## config.mk

```make
export PLATFORM = sky130hd
export DESIGN_NAME = parallel_in_parallel_out_pipo_32_bit
export DESIGN_NICKNAME = d
export VERILOG_FILES = /design/src/rtl/parallel_in_parallel_out_pipo_32_bit.sv
export SDC_FILE = /design/constraint.sdc
export NUM_CORES = 1
export LEC_CHECK = 0
export BUFFER_PORTS_ARGS = -buffer_cell sky130_fd_sc_hd__buf_2
export CORE_AREA = 2 2 55 57
export DETAILED_ROUTE_END_ITERATION = 10
export DIE_AREA = 0 0 57 59
export HOLD_SLACK_MARGIN = 0.05
export PLACE_DENSITY = 0.64
export SETUP_SLACK_MARGIN = 0.3
export SLEW_MARGIN = 5
export SYNTH_ARGS = -nofsm -noshare
export SYNTH_HDL_FRONTEND = slang
export SYNTH_SLANG_ARGS = --single-unit
```

## constraint.sdc

```tcl
create_clock -name Clk_In -period 0.8 [get_ports Clk_In]
set_clock_uncertainty 0.1 [all_clocks]
set_input_delay 0.16 -clock Clk_In [delete_from_list [all_inputs] [get_ports Clk_In]]
set_output_delay 0.16 -clock Clk_In [all_outputs]
set_load 0.01 [all_outputs]
```

## src/rtl/parallel_in_parallel_out_pipo_32_bit.sv

```systemverilog
// Parallel-in/parallel-out register with a fixed latency of DEPTH cycles.
// Async active-low reset loads RESET_VALUE into every stage.
module parallel_in_parallel_out_pipo_32_bit #(
  parameter int unsigned WIDTH       = 32,
  parameter int unsigned DEPTH       = 1,
  parameter logic [31:0] RESET_VALUE = 32'h0000_0000
) (
  input  logic             Clk_In,
  input  logic             Reset_In,
  input  logic [WIDTH-1:0] Parallel_Data_In,
  output logic [WIDTH-1:0] Parallel_Data_Out
);

  generate
    if (DEPTH < 1 || DEPTH > 16 || WIDTH < 1) begin : g_bad_param
      $fatal(1, "pipo: DEPTH must be 1..16 and WIDTH >= 1");
    end
  endgenerate

  localparam logic [WIDTH-1:0] RST_V = WIDTH'(RESET_VALUE);

  logic [WIDTH-1:0] stage_q [DEPTH];

  always_ff @(posedge Clk_In or negedge Reset_In) begin
    if (!Reset_In) begin
      for (int k = 0; k < DEPTH; k++) begin
        stage_q[k] <= RST_V;
      end
    end else begin
      stage_q[0] <= Parallel_Data_In;
      for (int k = 1; k < DEPTH; k++) begin
        stage_q[k] <= stage_q[k-1];
      end
    end
  end

  // Output comes straight from the last flop; no input-to-output path.
  assign Parallel_Data_Out = stage_q[DEPTH-1];

endmodule

```

Word-level counts from Yosys, hierarchy flattened

Cells that the tools add are included.

Flip-flop bits (word level): 32
Bits in latches: 0
Bits in writable memories: 0
Bits in read-only memories: 0
Logic and storage cells: 1
Memories: 0

$add $sub $neg: 0
Multipliers: 0
Divide/modulo/power cells: 0
Order comparisons: 0
Equal/unequal tests: 0
Shift-type cells: 0
Multiplexer cells: 0
Bitwise gates (word level): 0
Reduce and logical (&&, ||, !) cells: 0

Depth between registers and ports, before layout

Gate-level depths: netlist of run 1.

Depth after elaboration: 0
Gate-level depth with buffers: 0
Depth with buffers taken out: 0

Least setup slack after synthesis of run 1

No wires, ideal clock.

Kind: reg-to-output
Start point: register stage_q, in the netlist Parallel_Data_Out[0]
End point: output port Parallel_Data_Out[0]
Arrival time: 0.376 ns
Path slack: 0.164 ns
Cell stages (with the launch flop): 1
Cell sequence: dfrtp_1

RTL lines:

| item                              | RTL line | source |
|---|---|---|
| from (decl)                       | 22       | `logic [WIDTH-1:0] stage_q [DEPTH];` |
| from (signal, indexed assignment) | 32       | `stage_q[k] <= stage_q[k-1];` |
| to (decl)                         | 11       | `output logic [WIDTH-1:0] Parallel_Data_Out` |

No word-level cell between the ends.

Worst setup path after layout of run 1

Start point: register stage_q, in the netlist Parallel_Data_Out[2]
End point: output port Parallel_Data_Out[2]

No word-level cell between the ends.

==> results of run 1 <==
what timing repair did:
| action | 4_1_cts | 5_1_grt |
|---|---|---|
| hold endpoints to repair | 64 | 64 |
| resized for setup | 0 | 2 |
| endpoints found under the setup margin | 32 | 32 |
layer usage:
| layer | vias to the layer above | GRT usage | wire length [µm] | part of all wire |
|---|---|---|---|---|
| li1 | 248 | - | - | - |
| met1 | 261 | 0.101 | 493 | 0.31 |
| met2 | 40 | 0.156 | 809 | 0.50 |
| met3 | 7 | 0.0699 | 249 | 0.16 |
| met4 | 0 | 0.0997 | 53 | 0.033 |
| met5 | - | 0 | 0 | 0 |
report_power, final:
part | internal [µW] | switching, µW | leakage, µW | total, µW
combinational | 136 | 125 | 0.000279 | 261
sequential | 1700 | 19.8 | 0.000373 | 1720
clock | 433 | 468 | 0.0000326 | 901
cell usage in the layout, fill, tap and decap left out:
cell type   n
dfrtp_1    32
buf_12      2
buf_2      63
buf_6       2
clkbuf_4    5
clkbuf_1    2
clkbuf_8    1
final cells by class:
| cell class | instances | share of cell area |
|---|---|---|
| well taps | 31 | 0.0304 |
| repair buffers | 67 | 0.296 |
| clock buffers | 8 | 0.0461 |
| flip-flops and latches | 32 | 0.627 |
per-stage QoR:
step	worst slack (ns)	area, µm²
finish	-0.297	1280
global route	-0.343	1280
CTS	-0.328	1260
detailed placement	0.0488	1200
global placement	0.0707	1200
floorplan	0.164	801
worst min path at each step:
| stage | end | slack, ns | depth (start not counted) |
|---|---|---|---|
| 2_1_floorplan | Parallel_Data_Out[0] | -0.24 | 0 |
| 3_3_place_gp | Parallel_Data_Out[15] | 0.03 | 2 |
| 3_5_place_dp | Parallel_Data_Out[15] | 0.04 | 2 |
| 4_1_cts | Parallel_Data_Out[20] | -0.32 | 2 |
| 5_1_grt | Parallel_Data_Out[20] | -0.31 | 2 |
| 6_report | Parallel_Data_Out[20] | -0.30 | 2 |
kinds of logic (layout without fill, tap and decap cells):
kind of cell / count (synthesis) / in the layout / synth area share
buffers and inverters: 0 / 75 / 0
DFF: 32 / 32 / 1.00
==> reports/results.ini, run 1 <==
[cells_and_area]
largest_reg_flops=32
post-route-util=0.471
regArea_um2=801
drive_gt1_frac=0.682
diodes=0
stdcell_count=138
nFillCells=264
multi_input_area_um2=0
multi_input_cells=0
syn2layout_area_growth_pct=59.4
fin_nets=140

[critical_path]
critical_path_class=reg -> out
cp_top_family=flip-flops
worstPathArrival_ns=0.84
worstSetupStartpointType=flop
critPathMaxFanout=1
worst-path-buf-inv=1
critPathCaptureType=primary output
path_cells=buf_2
critPathMaxStageDelay_ns=0.38
crit_end=Parallel_Data_Out[2]
cp.depth=1
slowest_stage=dfrtp_1
startpoint=Parallel_Data_Out[2]
worstPathRequired_ns=0.54

[power]
finalPower_uw=2880
total_leakage_power_uw=0.000684
power_density_mw_per_mm2=2260
ir_drop_mv=1.33

[synthesis]
synth_seq_area_share=1.00
synth.most_common_cell=dfrtp_1
synth_cell_type_count=1
yosysWarnings=0
synthTopCellsByCount=32 x dfrtp_1
synth_area_per_cell_um2=25.0
synth_ff_type=dfrtp_1
synth_edf_count=0
ys_ff_latch=32
syn-num-nets=66
synth_area_um2=801
synth_top_area_cell=dfrtp_1
synth_area_leaders=dfrtp_1 100%
syn-instance-count=32
synth-async-reset-ratio=1.00
netlist.area_leader.share=1.00

[global_routing]
grt.overflow.total=0
grt_pass1_wl_um=2360
grt_pass1_vias=548
grt_use_total=0.107
antenna_found_initial=1
grt_max_degree=18

[die]
rows=19
die_area_mm2=0.00336
core_mm2=0.00271
die_y_um=59
die_x_um=57
initial_utilization=0.295
num_io_pins=66

[timing]
fin_setup_tns_ns=-8.72
drv_slew=0
hold_ws_ns=-0.304
fmax_ghz=0.911
layout_setup_ws_ns=-0.297
tightest_slew_ns=0.112
final-hold-violation-count=64
rsz0062_at_grt=true
fin_crit_ns=1.10
slew-limit-headroom=0.926
setup_viol_count_final=32
final.period_utilization=1.37

[placement]
io_buffers=65
hpwl_um=1270
dp.cells=130
place.gp.congestion=0.588

[status]
run_status=complete, but fails checks
violations=negative hold slack, negative setup slack

[detailed_routing]
vias=556
routedWlPerCell_um=11.6
drtAntennaViolNets=0
drc=0
dr.pass1.iters=2
via_per_inst=4.03
drtIter0Drc=12
wl_um=1610

[flow_run]
maxCapViolCount=0

[clock_network]
cts_buffer_depth=2
cts_root_buf=clkbuf_4
cts_setup_buffers=0
cts.sinks=32
cts_buffers=5
h-tree-depth=2
clkTransAtPathRegs_ns=0.09
cts_tree=yes

[min_path]
min_path_type=in -> async

Note: power is estimated with default switching activity, not from simulation.
==> run 2, diff against run 1 <==
- ABC_CLOCK_PERIOD_IN_PS: default -> 1250
- PLACE_DENSITY: 0.64 -> 0.62
- REMOVE_ABC_BUFFERS: default -> 1
- clock period: 0.8 -> 1.25 ns (I/O delays scaled with it)
==> reports/results.ini, run 2 (synthesized netlist as in run 1, its figures left out) <==
[status]
run_status=finished, final reports clean

[timing]
fin_setup_tns_ns=0  ; +8.72 ns
drv_slew=0  ; unchanged
fin_crit_ns=1.17
tightest_slew_ns=0.247  ; +0.136 ns
final-hold-violation-count=0  ; -100%
slew-limit-headroom=0.835  ; -0.0909
fmax_ghz=0.852
rsz0062_at_grt=true
setup_viol_count_final=0  ; -100%
final.period_utilization=0.939

[cells_and_area]
multi_input_area_um2=0  ; unchanged
final_common_cell=buf_2
multi_input_cells=0  ; unchanged
post-route-util=0.586  ; +0.115
diodes=0  ; unchanged
fin_nets=172  ; +23%
drive_gt1_frac=0.518  ; -0.164
layout_common_cells=62 x buf_2, 33 x dlygate4sd3_1, 32 x dfrtp_1, 6 x clkbuf_4
syn2layout_area_growth_pct=98.4
largest_reg_flops=32  ; unchanged

[power]
ir_drop_mv=0.973  ; -27%
power_density_mw_per_mm2=1210  ; -46%
finalPower_uw=1920  ; -33%
total_leakage_power_uw=0.000813  ; +19%

[critical_path]
worstPathRequired_ns=0.90  ; +0.36 ns
critPathMaxFanout=1  ; unchanged
slowest_stage=dfrtp_1
critPathCaptureType=primary output
cp_top_family=flip-flops
path_cells=buf_2
worstPathArrival_ns=0.82  ; -0.02 ns
worst-path-buf-inv=1  ; unchanged
critPathMaxStageDelay_ns=0.37  ; about the same
critical_path_class=reg -> out
worstSetupStartpointType=flop

[clock_network]
cts_root_buf=clkbuf_4
cts_buffer_depth=2  ; unchanged
cts_buffers=5  ; unchanged
cts.sinks=32  ; unchanged
h-tree-depth=2  ; unchanged
cts_tree=yes
clkTransAtPathRegs_ns=0.09  ; about the same

[die]
die_x_um=57  ; unchanged
die_area_mm2=0.00336  ; unchanged
initial_utilization=0.295  ; unchanged
die_y_um=59  ; unchanged
num_io_pins=66  ; unchanged
rows=19  ; unchanged
core_mm2=0.00271  ; unchanged

[detailed_routing]
routedWlPerCell_um=11.9  ; +2.2%
wl_um=2020  ; +26%
dr.pass1.iters=2  ; unchanged
drtIter0Drc=12  ; unchanged
vias=663  ; +19%
drtAntennaViolNets=0  ; unchanged
via_per_inst=3.90  ; -3.2%
drc=0  ; unchanged

[placement]
hpwl_um=1210  ; -4.4%
place.gp.congestion=0.546  ; -7.2%
io_buffers=65  ; unchanged

[flow_run]
maxCapViolCount=0  ; unchanged

[global_routing]
grt.overflow.total=0  ; unchanged
grt_pass1_vias=718  ; +31%
grt_pass1_wl_um=3080  ; +30%
grt_max_degree=18  ; unchanged
antenna_found_initial=0  ; -1
grt_use_total=0.131  ; +0.0242

[min_path]
min_path_type=in -> async

==> run 2: cell types whose count changed in the layout (fill, tap and decap cells not counted), sizes merged <==
cell         before  now
dlygate4sd3       0   33
buf              67   65
clkbuf            8    9
==> run 2: final timing paths <==
check | from | slack, ns | endpoint | depth (start not counted)
worst max-delay path | Parallel_Data_Out[12] | 0.08 | Parallel_Data_Out[12] | 1
max in group asynchronous | Reset_In | 0.44 | Parallel_Data_Out[25] | 3
min in group Clk_In | Parallel_Data_In[26] | 0.47 | Parallel_Data_Out[26] | 2
worst min-delay path | Reset_In | 0.26 | Parallel_Data_Out[21] | 2
==> run 2: timing repair <==
action / CTS / global route
setup buffers: 0 / 0
endpoints found under the setup margin: 32 / 48
pin swaps: 0 / 0
hold buffers: 33 / 0
endpoints found under the hold margin: 56 / 0
gates resized for setup: 0 / 3
==> run 2: where the power goes <==
part	switching [µW]	total, µW	leakage, µW	internal (µW)
registers	12.8	1100	0.000373	1090
logic	93.3	242	0.000408	148
clock network	303	581	0.0000326	277
==> run 2: area by class of cell <==
type                  instances  area (µm²)
clock buffer                  8        58.8
fill                        229        1120
sequential                   32         801
tap                          31        38.8
timing repair buffer         99         691
==> run 2: routing by layer <==
metal / up-vias / share of wire / GRT usage
met5: - / 0 / 0
met4: 0 / 0.023 / 0.0698
met3: 6 / 0.092 / 0.0633
met2: 37 / 0.57 / 0.245
met1: 310 / 0.32 / 0.114
li1: 310 / - / -
==> run 2: metrics by stage <==
stage               std cells  cell area, µm²  setup WS, ns  hold WS [ns]
detailed placement        129            1180         0.412        0.0974
global placement          129            1180         0.424        0.0882
finish                    170            1590        0.0765         0.261
global route              170            1590        0.0326         0.265
CTS                       170            1570        0.0440         0.285
floorplan                  32             801         0.524        -0.146
==> run 3, diff against run 2 <==
--- a/constraint.sdc
+++ b/constraint.sdc
@@ -4,2 +4,2 @@
 set_output_delay 0.25 -clock Clk_In [all_outputs]
-set_load 0.01 [all_outputs]
+set_load 0.1 [all_outputs]
==> reports/results.ini, run 3 (synthesized netlist as in run 1, its figures left out) <==
[cells_and_area]
drive_gt1_frac=0.522  ; +0.00375
regArea_um2=801  ; unchanged
fin_nets=172  ; unchanged
syn2layout_area_growth_pct=155
multi_input_area_um2=0  ; unchanged
fin_area_mm2=0.00204  ; +29%
layout_common_cells=33 x dlygate4sd3_1, 33 x buf_12, 32 x dfrtp_1, 32 x buf_2, 6 x clkbuf_4
largest_reg_flops=32  ; unchanged
nFillCells=170  ; -26%
multi_input_cells=0  ; unchanged
post-route-util=0.754  ; +0.168
diodes=0  ; unchanged

[timing]
drv_slew=0  ; unchanged
fmax_ghz=0.787  ; -7.7%
setup_viol_count_final=27  ; +27
final.period_utilization=1.02  ; +0.0780
fin_crit_ns=1.27  ; +0.0975 ns
final-hold-violation-count=0  ; unchanged
layout_setup_ws_ns=-0.0210  ; -0.0975 ns
hold_ws_ns=0.272  ; +0.0111 ns
slew-limit-headroom=0.830  ; -0.00535
tightest_slew_ns=0.255  ; +0.00802 ns
rsz0062_at_grt=true

[clock_network]
cts_buffers=5  ; unchanged
h-tree-depth=2  ; unchanged
cts_tree=yes
cts_root_buf=clkbuf_4
clkTransAtPathRegs_ns=0.09  ; about the same
cts.sinks=32  ; unchanged
cts_buffer_depth=2  ; unchanged

[detailed_routing]
drtAntennaViolNets=0  ; unchanged
via_per_inst=4.02  ; +3.2%
vias=680  ; +2.6%
routedWlPerCell_um=13.4  ; +12%
drtIter0Drc=2  ; -10
drc=0  ; unchanged
dr.pass1.iters=2  ; unchanged
wl_um=2260  ; +12%

[die]
die_x_um=57  ; unchanged
die_y_um=59  ; unchanged
die_area_mm2=0.00336  ; unchanged
num_io_pins=66  ; unchanged
rows=19  ; unchanged
core_mm2=0.00271  ; unchanged
initial_utilization=0.295  ; unchanged

[placement]
place.gp.congestion=0.615  ; +13%
dpl-instance-area_mm2=0.00167  ; +41%
io_buffers=65  ; unchanged
place_ws_ns=0.341  ; -0.0714 ns

[critical_path]
worstPathArrival_ns=0.92  ; +0.10 ns
worst-path-buf-inv=1  ; unchanged
critPathMaxStageDelay_ns=0.42  ; +0.05 ns
slowest_stage=dfrtp_1
path_cells=buf_12
cp_top_family=flip-flops
critical_path_class=reg -> out
critPathCaptureType=primary output
cp.depth=1  ; unchanged
worstSetupStartpointType=flop
critPathMaxFanout=1  ; unchanged
worstPathRequired_ns=0.90  ; about the same

[status]
run_status=complete, but fails checks
violations=negative setup slack

[global_routing]
gr-usage-met3=0.0786  ; +0.0153
grt_busiest_layer=met2
gr-usage-met1=0.157  ; +0.0428
grt_max_degree=18  ; unchanged
grt_use_total=0.157  ; +0.0257
grt_pass1_wl_um=3590  ; +17%
grt_pass1_vias=760  ; +5.8%
grt.overflow.total=0  ; unchanged
grt_util_met2=0.274  ; +0.0296
antenna_found_initial=0  ; unchanged

[min_path]
min_path_type=in -> async

[flow_run]
maxCapViolCount=0  ; unchanged

[power]
ir_drop_mv=1.08  ; +11%
power_density_mw_per_mm2=1190  ; -1.3%
total_leakage_power_uw=0.000979  ; +20%

==> run 3: changes by cell type in the layout (fill, tap and decap cells not counted) <==
| cell | delta |
|---|---|
| buf_12 | +32 |
| clkbuf_1 | -1 |
| clkbuf_8 | -1 |
| buf_6 | -2 |
| buf_2 | -30 |
| clkinv_2 | +1 |
==> run 3: through the flow <==
stage	cells	power [µW]	TNS, ns
5_1_grt	169	2540	-1.57
4_1_cts	169	2470	-0.675
6_report	169	2440	-0.232
2_1_floorplan	32	1520	0
3_3_place_gp	129	1850	0
3_5_place_dp	129	1860	0
==> run 3: per-layer routing <==
layer / part of all wire / wire length (µm) / vias to the layer above
li1: - / - / 311
met1: 0.33 / 750 / 326
met2: 0.58 / 1300 / 39
met3: 0.077 / 174 / 4
met4: 0.014 / 31 / 0
met5: 0 / 0 / -
==> run 3: power by group <==
part	total (µW)	switching, µW	internal (µW)
Combinational	782	470	312
Sequential	1130	44.6	1090
Clock	524	318	207
Total	2440	832	1610
==> run 3: timing repair <==
item                                    in CTS  in global routing
pin swaps                                    0                  0
endpoints found under the setup margin      32                 48
endpoints found under the hold margin       63                  0
setup buffers                                0                  0
gates resized for setup                      0                  1
hold buffers                                33                  0
==> run 3: worst max-delay path by stage <==
stage	start	endpoint	slack [ns]
global placement	Parallel_Data_Out[6]	Parallel_Data_Out[6]	0.35
global route	Parallel_Data_Out[20]	Parallel_Data_Out[20]	-0.06
detailed placement	Parallel_Data_Out[18]	Parallel_Data_Out[18]	0.34
finish	Parallel_Data_Out[13]	Parallel_Data_Out[13]	-0.02
CTS	Parallel_Data_Out[18]	Parallel_Data_Out[18]	-0.03
floorplan	Parallel_Data_Out[0]	Parallel_Data_Out[0]	0.02
==> run 3: layout make-up <==
type / instances / area share
Tap cell: 31 / 0.0190
Sequential cell: 32 / 0.392
Timing Repair Buffer: 99 / 0.567
Clock inverter: 1 / 0.00245
Clock buffer: 6 / 0.0202
